$ cat src/rtl/tmr_vote_monitor.sv
// Majority voter for a triplicated bus with upset detection, saturating error count
// and an optional event FIFO (built only when TMR_EVENT_FIFO_EN is defined).
module tmr_vote_monitor #(
    parameter int WIDTH = 8,
    parameter int CNT_W = 16,
    parameter int DEPTH = 4
) (
    input  logic             clk,
    input  logic             rstn,
    input  logic [WIDTH-1:0] inA,
    input  logic [WIDTH-1:0] inB,
    input  logic [WIDTH-1:0] inC,
    input  logic             clr,
    output logic [WIDTH-1:0] out,
    output logic             err,
    output logic [CNT_W-1:0] err_cnt,
    output logic             evt_valid,
    input  logic             evt_ready,
    output logic [WIDTH+1:0] evt_data,
    output logic             evt_drop
);

    logic [WIDTH-1:0] maj;
    logic [WIDTH-1:0] mask;
    logic             mismatch;

    always_comb begin
        maj      = (inA & inB) | (inB & inC) | (inA & inC);
        mask     = (inA ^ inB) | (inB ^ inC);
        mismatch = |mask;
    end

    always_ff @(posedge clk) begin
        if (!rstn) begin
            out     <= '0;
            err     <= 1'b0;
            err_cnt <= '0;
        end else begin
            out <= maj;
            err <= mismatch;
            if (clr)
                err_cnt <= '0;
            else if (mismatch && err_cnt != '1)
                err_cnt <= err_cnt + 1'b1;
        end
    end

`ifdef TMR_EVENT_FIFO_EN
    localparam int PW = $clog2(DEPTH);
    localparam int CW = $clog2(DEPTH + 1);
    localparam logic [CW-1:0] FULL = CW'(DEPTH);

    logic [WIDTH+1:0] mem [DEPTH];
    logic [PW-1:0]    wr_ptr;
    logic [PW-1:0]    rd_ptr;
    logic [CW-1:0]    count;
    logic [1:0]       id;
    logic             push;
    logic             pop;
    logic             drop;

    // A single odd copy means the other two agree on the whole word.
    always_comb begin
        if (inB == inC)
            id = 2'd1;
        else if (inA == inC)
            id = 2'd2;
        else if (inA == inB)
            id = 2'd3;
        else
            id = 2'd0;
        pop  = (count != '0) && evt_ready;
        push = mismatch && ((count != FULL) || pop);
        drop = mismatch && !push;
    end

    always_ff @(posedge clk) begin
        if (rstn && push)
            mem[wr_ptr] <= {id, mask};
    end

    always_ff @(posedge clk) begin
        if (!rstn) begin
            wr_ptr   <= '0;
            rd_ptr   <= '0;
            count    <= '0;
            evt_drop <= 1'b0;
        end else begin
            if (push)
                wr_ptr <= wr_ptr + 1'b1;
            if (pop)
                rd_ptr <= rd_ptr + 1'b1;
            case ({push, pop})
                2'b10:   count <= count + 1'b1;
                2'b01:   count <= count - 1'b1;
                default: count <= count;
            endcase
            if (clr)
                evt_drop <= 1'b0;
            else if (drop)
                evt_drop <= 1'b1;
        end
    end

    assign evt_valid = (count != '0);
    assign evt_data  = evt_valid ? mem[rd_ptr] : '0;
`else
    logic unused_ready;
    assign unused_ready = evt_ready;
    assign evt_valid    = 1'b0;
    assign evt_data     = '0;
    assign evt_drop     = 1'b0;
`endif

endmodule

$ cat config.mk
export PLATFORM = sky130hd
export DESIGN_NAME = tmr_vote_monitor
export DESIGN_NICKNAME = d
export VERILOG_FILES = /design/src/rtl/tmr_vote_monitor.sv
export SDC_FILE = /design/constraint.sdc
export NUM_CORES = 1
export LEC_CHECK = 0
export CAP_MARGIN = 30
export CORE_MARGIN = 5
export CORE_UTILIZATION = 40
export DETAILED_ROUTE_END_ITERATION = 10
export GPL_TIMING_DRIVEN = 0
export PLACE_DENSITY_LB_ADDON = 0.3
export SLEW_MARGIN = 20
export SYNTH_ARGS = -nofsm -noshare
export SYNTH_HDL_FRONTEND = slang
export SYNTH_SLANG_ARGS = --single-unit
$ cat constraint.sdc
create_clock -name clk -period 2.6 [get_ports clk]
set_input_delay 0.26 -clock clk [delete_from_list [all_inputs] [get_ports clk]]
set_output_delay 0.26 -clock clk [all_outputs]
set_load 0.02 [all_outputs]
==> results.py, run 1 <==
metrics = {
    "critical_path": {
        "crit_path_max_fanout": 10,
        "end_kind": "flip-flop",
        "path_cells": "clkdlybuf4s50_1 > ha_1 > nor4_1 > and4_1 > clkbuf_1 > nor3_1 > xnor2_1 > nor2_1",
        "reg2reg_depth": 8,
        "worstPathRequired_ps": 2750,
        "slowest_stage": "clkdlybuf4s50_1",
        "cp-start-kind": "input pin",
        "slowest_delay_ps": 430,
        "worstSetupPathType": "input pin to flip-flop",
        "critPathArrivalTime_ps": 2330,
    },
    "sta": {
        "period_minus_slack_ps": 2186,
        "max_freq_ghz": 0.4574,
        "fin_tns_setup_ps": 0,
        "setup_viol": 0,
        "slew_viol_final": 0,
        "fin_ws_ps": 413.6,
        "hold_violations": 0,
        "hold_slack_ps": 512.4,
        "clock_skew_ps": 1.354,
        "fin_crit_sh": 0.8409,
        "rsz0062_at_grt": "no",
    },
    "routing": {
        "drt-initial-drc-count": 60,
        "drc": 0,
        "met3_length_um": 326,
        "drt-met1-wl_um": 1224,
        "drt_first_pass_iters": 3,
        "postRouteAntennaNets": 0,
        "avgViaCountPerCell": 4.764,
        "dr_wl_met2_um": 1450,
        "wl_um": 3049,
        "via_count": 1310,
        "highest_layer": "met4",
        "post_drt_wl_per_cell_um": 11.09,
    },
    "grt": {
        "grt_usage": 0.1220,
        "grt_first_pass_wirelength_um": 4974,
        "antenna_found_initial": 0,
        "overflow": 0,
        "grt_max_degree": 14,
        "grt_pass1_vias": 1197,
    },
    "run": {
        "cap_violations": 0,
    },
    "floorplanning": {
        "ios": 65,
        "die_height_um": 70.42,
        "core_area_mm2": 0.003606,
        "fp.dieW_um": 70.42,
        "die-area_mm2": 0.004959,
        "rows": 22,
        "start_util": 0.4049,
    },
    "logic_synthesis": {
        "synth_cell_types": 29,
        "syn_inst": 161,
        "netlist_area_mm2": 0.001460,
        "yosysSeqAreaShare": 0.3428,
        "synth_seq_cells": 25,
        "yosysWarnings": 0,
        "avgSynthCellArea_um2": 9.069,
    },
    "clock_tree": {
        "cts_max_level": 1,
        "cts-resized-gates": 0,
        "clock-sinks": 25,
        "cts_buffers": 3,
        "cts-root-buf": "clkbuf_8",
        "tritoncts": "done",
        "postCtsSetupRepairBufs": 0,
        "clock_latency_ps": 270,
        "hold_buffers": 0,
        "ctsLongestPathBuffers": 2,
        "clkTransAtPathRegs_ps": 80,
    },
    "power": {
        "pwr-share-clk": 0.293,
        "p_int_mw": 0.5922,
        "p_leak_nw": 0.8253,
        "power_mw": 0.7885,
        "combPwrFrac": 0.202,
        "p_per_area_mw_per_mm2": 372.5,
        "ir_worst_vdd_mv": 0.1627,
        "p_switching_mw": 0.1963,
        "p_seq_frac": 0.505,
        "swShare": 0.2489,
    },
    "cells_and_area": {
        "n_antenna_cell": 0,
        "seqCellArea_um2": 500.5,
        "final_common_cell": "clkdlybuf4s50_1",
        "drive_above_1_share": 0.09251,
        "nets": 273,
        "fill_cells": 342,
        "final_cell_mix": "clkdlybuf4s50_1 (51), dfxtp_1 (25), ha_1 (17), a211oi_1 (14), nand2_1 (13)",
        "area_delta_synth_final_pct": 44.99,
        "multiInputGateArea_um2": 864.6,
    },
    "placement": {
        "dp_slack_ps": 81.26,
        "port_buffers": 51,
        "gp_congestion": 0.7914,
        "hpwl_um": 2553,
    },
    "status": {
        "status": "finished clean",
    },
    "hold_path": {
        "whs_path_depth": 2,
        "hp-class": "flip-flop to flip-flop",
    },
}
## cell usage after synthesis (all sizes together)
cell type / number / share of area
a21oi: 6 / 0.021
or3: 1 / 0.0043
nand2: 13 / 0.033
and4: 3 / 0.018
nand4: 2 / 0.0086
nand3: 4 / 0.014
nor2b: 11 / 0.047
a21o: 1 / 0.010
a211oi: 14 / 0.072
conb: 1 / 0.0026
ha: 17 / 0.15
xnor2: 9 / 0.054
buf: 15 / 0.081
a31o: 2 / 0.012
nor3: 2 / 0.0069
dfxtp: 25 / 0.34
nand4b: 1 / 0.0060
o211ai: 1 / 0.0051
nor4: 7 / 0.030
o31ai: 1 / 0.0051
nor2: 12 / 0.031
nand2b: 1 / 0.0043
clkbuf: 5 / 0.013
and3: 3 / 0.013
o21ai: 1 / 0.0034
and4b: 1 / 0.0069
or4: 2 / 0.010
## logic make-up after synthesis
| group | after synthesis | share of synthesized area |
|---|---|---|
| AO/OA/AOI/OAI | 26 | 0.1285 |
| XOR/XNOR | 9 | 0.05399 |
| adder cells (fa/ha/maj) | 17 | 0.1457 |
| buffers and inverters | 20 | 0.09340 |
| flip-flops | 25 | 0.3428 |
| other | 1 | 0.002568 |
| AND/OR/NAND/NOR | 63 | 0.2331 |
## metrics by stage
step	cells	area [um2]	utilization
after global placement	271	2072	0.5746
after global routing	275	2117	0.5871
final	275	2117	0.5871
after floorplan	172	1501	-
after CTS	275	2117	0.5871
after detailed placement	271	2072	0.5746
## worst max-delay path: cells and delay by family
kind / cells / cell delay, ps
XOR/XNOR: 1 / 170
adder cells (fa/ha/maj): 1 / 300
buffers and inverters: 2 / 810
AND/OR/NAND/NOR: 4 / 790
## power groups by stage
stage          registers [mW]  clock network, mW  logic (mW)
2_1_floorplan           0.423                  0      0.0674
3_3_place_gp            0.407                  0       0.159
3_5_place_dp            0.408                  0       0.161
4_1_cts                 0.399              0.241       0.162
5_1_grt                 0.400              0.252       0.176
6_report                0.399              0.231       0.159
## final cells by class
class / instances / share of cell area
repair buffers: 51 / 0.2411
well taps: 48 / 0.02837
clock buffers: 4 / 0.02128
multi-input cells: 127 / 0.4084
flip-flops and latches: 25 / 0.2364
plain buffers: 20 / 0.06442
## registers in the layout (all words and copies together), names as in the netlist
register  flops
err_cnt      16
out           8
err           1
## worst paths after layout
kind | start | slack (ps) | to
worst max-delay path | inB[0] | 410 | err_cnt[8]$_SDFFE_PP0P_
worst min register to register | err_cnt[15]$_SDFFE_PP0P_ | 510 | err_cnt[15]$_SDFFE_PP0P_
worst max register to register | err_cnt[0]$_SDFFE_PP0P_ | 420 | err_cnt[15]$_SDFFE_PP0P_
worst min-delay path | err_cnt[15]$_SDFFE_PP0P_ | 510 | err_cnt[15]$_SDFFE_PP0P_
## per-layer routing
layer	global-route usage	vias up
met1	0.1285	570
met4	0.05106	0
met2	0.2162	42
met5	0	-
li1	-	693
met3	0.04460	5
No activity file was read; power rests on OpenSTA's default activity.
==> run 2, diff against run 1 <==
==> constraint.sdc (replaced) <==
create_clock -name clk -period 2.1 [get_ports clk]
set_input_delay 0.21 -clock clk [delete_from_list [all_inputs] [get_ports clk]]
set_output_delay 0.21 -clock clk [all_outputs]
set_load 0.02 [all_outputs]
==> results.py, run 2 (same netlist as run 1, synthesis figures left out) <==
metrics = {
    "clock_tree": {
        "cts-root-buf": "clkbuf_8",
        "clock-sinks": 25,
        "tritoncts": "done",
        "cts_max_level": 1,
        "cts_buffers": 3,
        "ctsLongestPathBuffers": 2,
        "hold_buffers": 0,
        "clock_latency_ps": 270,
        "clkTransAtPathRegs_ps": 90,
    },
    "critical_path": {
        "critPathArrivalTime_ps": 2230,
        "worstPathRequired_ps": 2310,
        "cp-start-kind": "flip-flop",
        "reg2reg_depth": 7,
        "rr_endpoint": "err_cnt[15]$_SDFFE_PP0P_",
        "worstSetupPathType": "flip-flop to flip-flop",
        "end_kind": "flip-flop",
        "crit_start": "err_cnt[1]$_SDFFE_PP0P_",
        "crit_path_max_fanout": 7,
        "ff2ff_setup_slack_ps": 90,
        "r2r-start": "err_cnt[1]$_SDFFE_PP0P_",
    },
    "hold_path": {
        "hp-class": "flip-flop to flip-flop",
        "worstHoldStart": "err_cnt[1]$_SDFFE_PP0P_",
        "whs_path_depth": 2,
        "min_to": "err_cnt[1]$_SDFFE_PP0P_",
    },
    "cells_and_area": {
        "n_antenna_cell": 0,
        "drive_above_1_share": 0.1447,
        "stdcell_area_mm2": 0.002167,
        "final_common_cell": "clkdlybuf4s50_1",
        "area_delta_synth_final_pct": 48.41,
        "final_cells": 276,
        "largest-register": "err_cnt",
        "fill_cells": 332,
        "top_regs": "err_cnt: 16 flops, out: 8 flops, err: 1 flops",
        "nets": 274,
        "final_cell_mix": "clkdlybuf4s50_1 (51), dfxtp_1 (23), ha_1 (16), a211oi_1 (14), buf_4 (14)",
        "final_util": 0.6010,
        "largest_register_ffs": 16,
    },
    "power": {
        "p_per_area_mw_per_mm2": 454.9,
        "ir_worst_vdd_mv": 0.1974,
        "p_leak_nw": 0.8326,
    },
    "routing": {
        "postRouteAntennaNets": 0,
        "wl_um": 3212,
        "avgViaCountPerCell": 4.884,
        "via_count": 1348,
        "post_drt_wl_per_cell_um": 11.64,
        "drc": 0,
        "drt-initial-drc-count": 58,
        "drt_first_pass_iters": 4,
    },
    "sta": {
        "slew_viol_final": 0,
        "max_freq_ghz": 0.4969,
        "clock_skew_ps": 8.829,
        "setup_viol": 0,
        "period_minus_slack_ps": 2012,
        "rsz0062_at_grt": "no",
        "hold_violations": 0,
        "fin_crit_sh": 0.9583,
    },
    "grt": {
        "grt_max_degree": 14,
        "grt_usage": 0.1353,
        "overflow": 0,
        "antenna_found_initial": 0,
        "grt_pass1_vias": 1229,
        "grt_first_pass_wirelength_um": 5444,
    },
    "placement": {
        "gp_congestion": 0.7496,
        "placed_area_mm2": 0.002074,
        "port_buffers": 51,
        "place_inst": 271,
        "hpwl_um": 2664,
    },
    "floorplanning": {
        "core_area_mm2": 0.003606,
        "start_util": 0.4049,
        "rows": 22,
        "die_height_um": 70.42,
        "ios": 65,
        "die-area_mm2": 0.004959,
        "fp.dieW_um": 70.42,
    },
    "run": {
        "cap_violations": 0,
    },
    "status": {
        "status": "finished clean",
    },
}
[run 2: changes by cell type in the layout (fill, tap and decap cells not counted), moves of 2 or more]
cell     previous run  this run
a21oi_1             6         4
buf_4              12        14
dfxtp_1            25        23
a21oi_2             0         2
[run 2: through the flow]
step | worst slack [ps] | TNS, ps | hold WS [ps] | total power [mW]
floorplan | 27.91 | 0 | 372.7 | 0.6069
global placement | -357.4 | -3018 | 477.4 | 0.7022
detailed placement | -378.1 | -3455 | 490.0 | 0.7061
CTS | 14.50 | 0 | 504.1 | 0.9897
global route | 1.226 | 0 | 567.8 | 1.033
finish | 87.60 | 0 | 516.9 | 0.9859
[run 2: how the worst max path moves through the flow]
stage / cells after the start / end
CTS: 8 / err_cnt[15]$_SDFFE_PP0P_
global placement: 8 / err_cnt[10]$_SDFFE_PP0P_
detailed placement: 8 / err_cnt[8]$_SDFFE_PP0P_
global route: 8 / err_cnt[7]$_SDFFE_PP0P_
floorplan: 8 / err_cnt[15]$_SDFFE_PP0P_
finish: 7 / err_cnt[15]$_SDFFE_PP0P_
[run 2: cell type report]
cell class / instances / area [um2] / area share
multi-input cells: 127 / 902.1 / 0.4163
repair buffers: 53 / 525.5 / 0.2425
flip-flops and latches: 25 / 505.5 / 0.2333
plain buffers: 19 / 128.9 / 0.05947
well taps: 48 / 60.06 / 0.02771
clock buffers: 4 / 45.04 / 0.02079
[run 2: what timing repair did]
action,CTS,global route
setup buffers,1,1
pin swaps,0,2
gates resized for setup,2,11
endpoints found under the setup margin,10,13
[run 2: layer usage]
layer	part of all wire	global-route usage	wire length [um]	up-vias
met5	0	0	0	-
met4	0.018	0.06383	57	0
met3	0.12	0.05036	390	5
met2	0.49	0.2328	1565	62
met1	0.37	0.1449	1198	590
li1	-	-	-	691
[run 2: critical path, cell delays in order (launching register included)]
cell and delay, ps:
dfxtp_4 370, ha_4 160, and3_4 170, buf_6 120, and4b_2 290, a21o_4 240
or4_4 480, a21oi_2 120
[run 2: report_power, final]
group	leakage, nW	switching [mW]	internal, mW
sequential	0.206	0.00507	0.488
combinational	0.604	0.0923	0.113
clock	0.0228	0.152	0.136
total	0.833	0.250	0.736
==> run 3, diff against run 2 <==
--- a/config.mk
+++ b/config.mk
@@ -5,12 +5,14 @@
 export SDC_FILE = /design/constraint.sdc
 export NUM_CORES = 1
 export LEC_CHECK = 0
+export ABC_CLOCK_PERIOD_IN_PS = 2100
 export CAP_MARGIN = 30
 export CORE_MARGIN = 5
 export CORE_UTILIZATION = 40
 export DETAILED_ROUTE_END_ITERATION = 10
 export GPL_TIMING_DRIVEN = 0
 export PLACE_DENSITY_LB_ADDON = 0.3
+export SKIP_LAST_GASP = 1
 export SLEW_MARGIN = 20
 export SYNTH_ARGS = -nofsm -noshare
 export SYNTH_HDL_FRONTEND = slang
==> results.py, run 3 (same netlist as run 1, synthesis figures left out) <==
metrics = {
    "hold_path": {
        "hp-class": "flip-flop to flip-flop",
        "whs_path_depth": 2,
        "worstHoldStart": "err_cnt[1]$_SDFFE_PP0P_",
        "min_to": "err_cnt[1]$_SDFFE_PP0P_",
    },
    "clock_tree": {
        "cts-root-buf": "clkbuf_8",
        "clkTransAtPathRegs_ps": 90,
        "tritoncts": "done",
        "clock_latency_ps": 270,
        "cts_max_level": 1,
        "clock-sinks": 25,
        "hold_buffers": 0,
        "ctsLongestPathBuffers": 2,
        "cts_buffers": 3,
    },
    "grt": {
        "overflow": 0,
        "grt_pass1_vias": 1229,
        "grt_first_pass_wirelength_um": 5444,
        "antenna_found_initial": 0,
        "grt_usage": 0.1353,
        "grt_max_degree": 14,
    },
    "cells_and_area": {
        "final_common_cell": "clkdlybuf4s50_1",
        "nets": 274,
        "largest-register": "err_cnt",
        "area_delta_synth_final_pct": 48.33,
        "final_cell_mix": "clkdlybuf4s50_1 (51), dfxtp_1 (23), ha_1 (16), a211oi_1 (14), buf_4 (14)",
        "largest_register_ffs": 16,
        "drive_above_1_share": 0.1404,
        "top_regs": "err_cnt: 16 flops, out: 8 flops, err: 1 flops",
        "n_antenna_cell": 0,
        "final_cells": 276,
        "fill_cells": 333,
    },
    "sta": {
        "max_freq_ghz": 0.4937,
        "clock_skew_ps": 8.226,
        "fin_tns_setup_ps": 0,
        "hold_violations": 0,
        "rsz0062_at_grt": "yes",
        "fin_crit_sh": 0.9645,
        "period_minus_slack_ps": 2026,
        "setup_viol": 0,
        "slew_viol_final": 0,
    },
    "power": {
        "ir_worst_vdd_mv": 0.1980,
        "p_leak_nw": 0.8333,
        "p_per_area_mw_per_mm2": 455.7,
        "power_mw": 0.9870,
    },
    "critical_path": {
        "r2r-start": "err_cnt[1]$_SDFFE_PP0P_",
        "worstSetupPathType": "flip-flop to flip-flop",
        "critPathArrivalTime_ps": 2240,
        "end_kind": "flip-flop",
        "ff2ff_setup_slack_ps": 70,
        "reg2reg_depth": 7,
        "cp-start-kind": "flip-flop",
        "crit_path_max_fanout": 7,
        "rr_endpoint": "err_cnt[15]$_SDFFE_PP0P_",
        "worstPathRequired_ps": 2320,
    },
    "routing": {
        "wl_um": 3233,
        "via_count": 1356,
        "post_drt_wl_per_cell_um": 11.71,
        "postRouteAntennaNets": 0,
        "avgViaCountPerCell": 4.913,
        "drc": 0,
        "drt-initial-drc-count": 55,
        "drt_first_pass_iters": 4,
    },
    "floorplanning": {
        "fp.dieW_um": 70.42,
        "start_util": 0.4049,
        "die-area_mm2": 0.004959,
        "rows": 22,
        "ios": 65,
        "core_area_mm2": 0.003606,
        "die_height_um": 70.42,
    },
    "placement": {
        "hpwl_um": 2664,
        "place_inst": 271,
        "port_buffers": 51,
        "gp_congestion": 0.7496,
    },
    "status": {
        "status": "finished clean",
    },
    "run": {
        "cap_violations": 0,
    },
}
## run 3: stage by stage
step / area [um2] / setup WS (ps) / util / hold WS [ps]
final: 2166 / 74.46 / 0.6006 / 517.0
after global routing: 2166 / -5.186 / 0.6006 / 567.8
after CTS: 2131 / 14.50 / 0.5909 / 504.1
after detailed placement: 2074 / -378.1 / 0.5753 / 490.0
after global placement: 2074 / -357.4 / 0.5753 / 477.4
after floorplan: 1504 / 27.91 / - / 372.7
## run 3: per-layer routing
layer	vias to the layer above	track usage	part of all wire
met5	-	0	0
met1	602	0.1449	0.37
met3	5	0.05036	0.12
met4	0	0.06383	0.018
met2	60	0.2328	0.49
li1	689	-	-
## run 3: critical path, cell delays in order, from the launching register on
cell	delay, ps
dfxtp_4	370
ha_4	160
and3_4	170
buf_6	120
and4b_1	290
a21o_4	260
or4_4	480
a21oi_2	120
## run 3: how the worst max path moves through the flow
stage / endpoint / from / slack, ps
after floorplan: err_cnt[15]$_SDFFE_PP0P_ / err_cnt[0]$_SDFFE_PP0P_ / 30
after detailed placement: err_cnt[8]$_SDFFE_PP0P_ / inB[0] / -380
after CTS: err_cnt[15]$_SDFFE_PP0P_ / err_cnt[1]$_SDFFE_PP0P_ / 10
after global placement: err_cnt[10]$_SDFFE_PP0P_ / inA[5] / -360
final: err_cnt[15]$_SDFFE_PP0P_ / err_cnt[1]$_SDFFE_PP0P_ / 70
after global routing: err_cnt[15]$_SDFFE_PP0P_ / err_cnt[1]$_SDFFE_PP0P_ / -5
## run 3: final cells by class
cell class / count / area, um2 / share of cell area
Buffer: 19 / 128.9 / 0.05950
Sequential cell: 25 / 505.5 / 0.2334
Clock buffer: 4 / 45.04 / 0.02080
Multi-Input combinational cell: 127 / 900.9 / 0.4159
Tap cell: 48 / 60.06 / 0.02773
Timing Repair Buffer: 53 / 525.5 / 0.2426
## run 3: power by group
group / switching (mW) / total, mW / internal [mW]
sequential: 0.00507 / 0.493 / 0.488
clock: 0.153 / 0.289 / 0.136
combinational: 0.0923 / 0.205 / 0.113
total: 0.251 / 0.987 / 0.736
## run 3: repair_timing
item	CTS	global route
pin swaps	0	2
gates cloned	0	0
resized for setup	2	10
endpoints found under the setup margin	10	13
buffers inserted	1	1
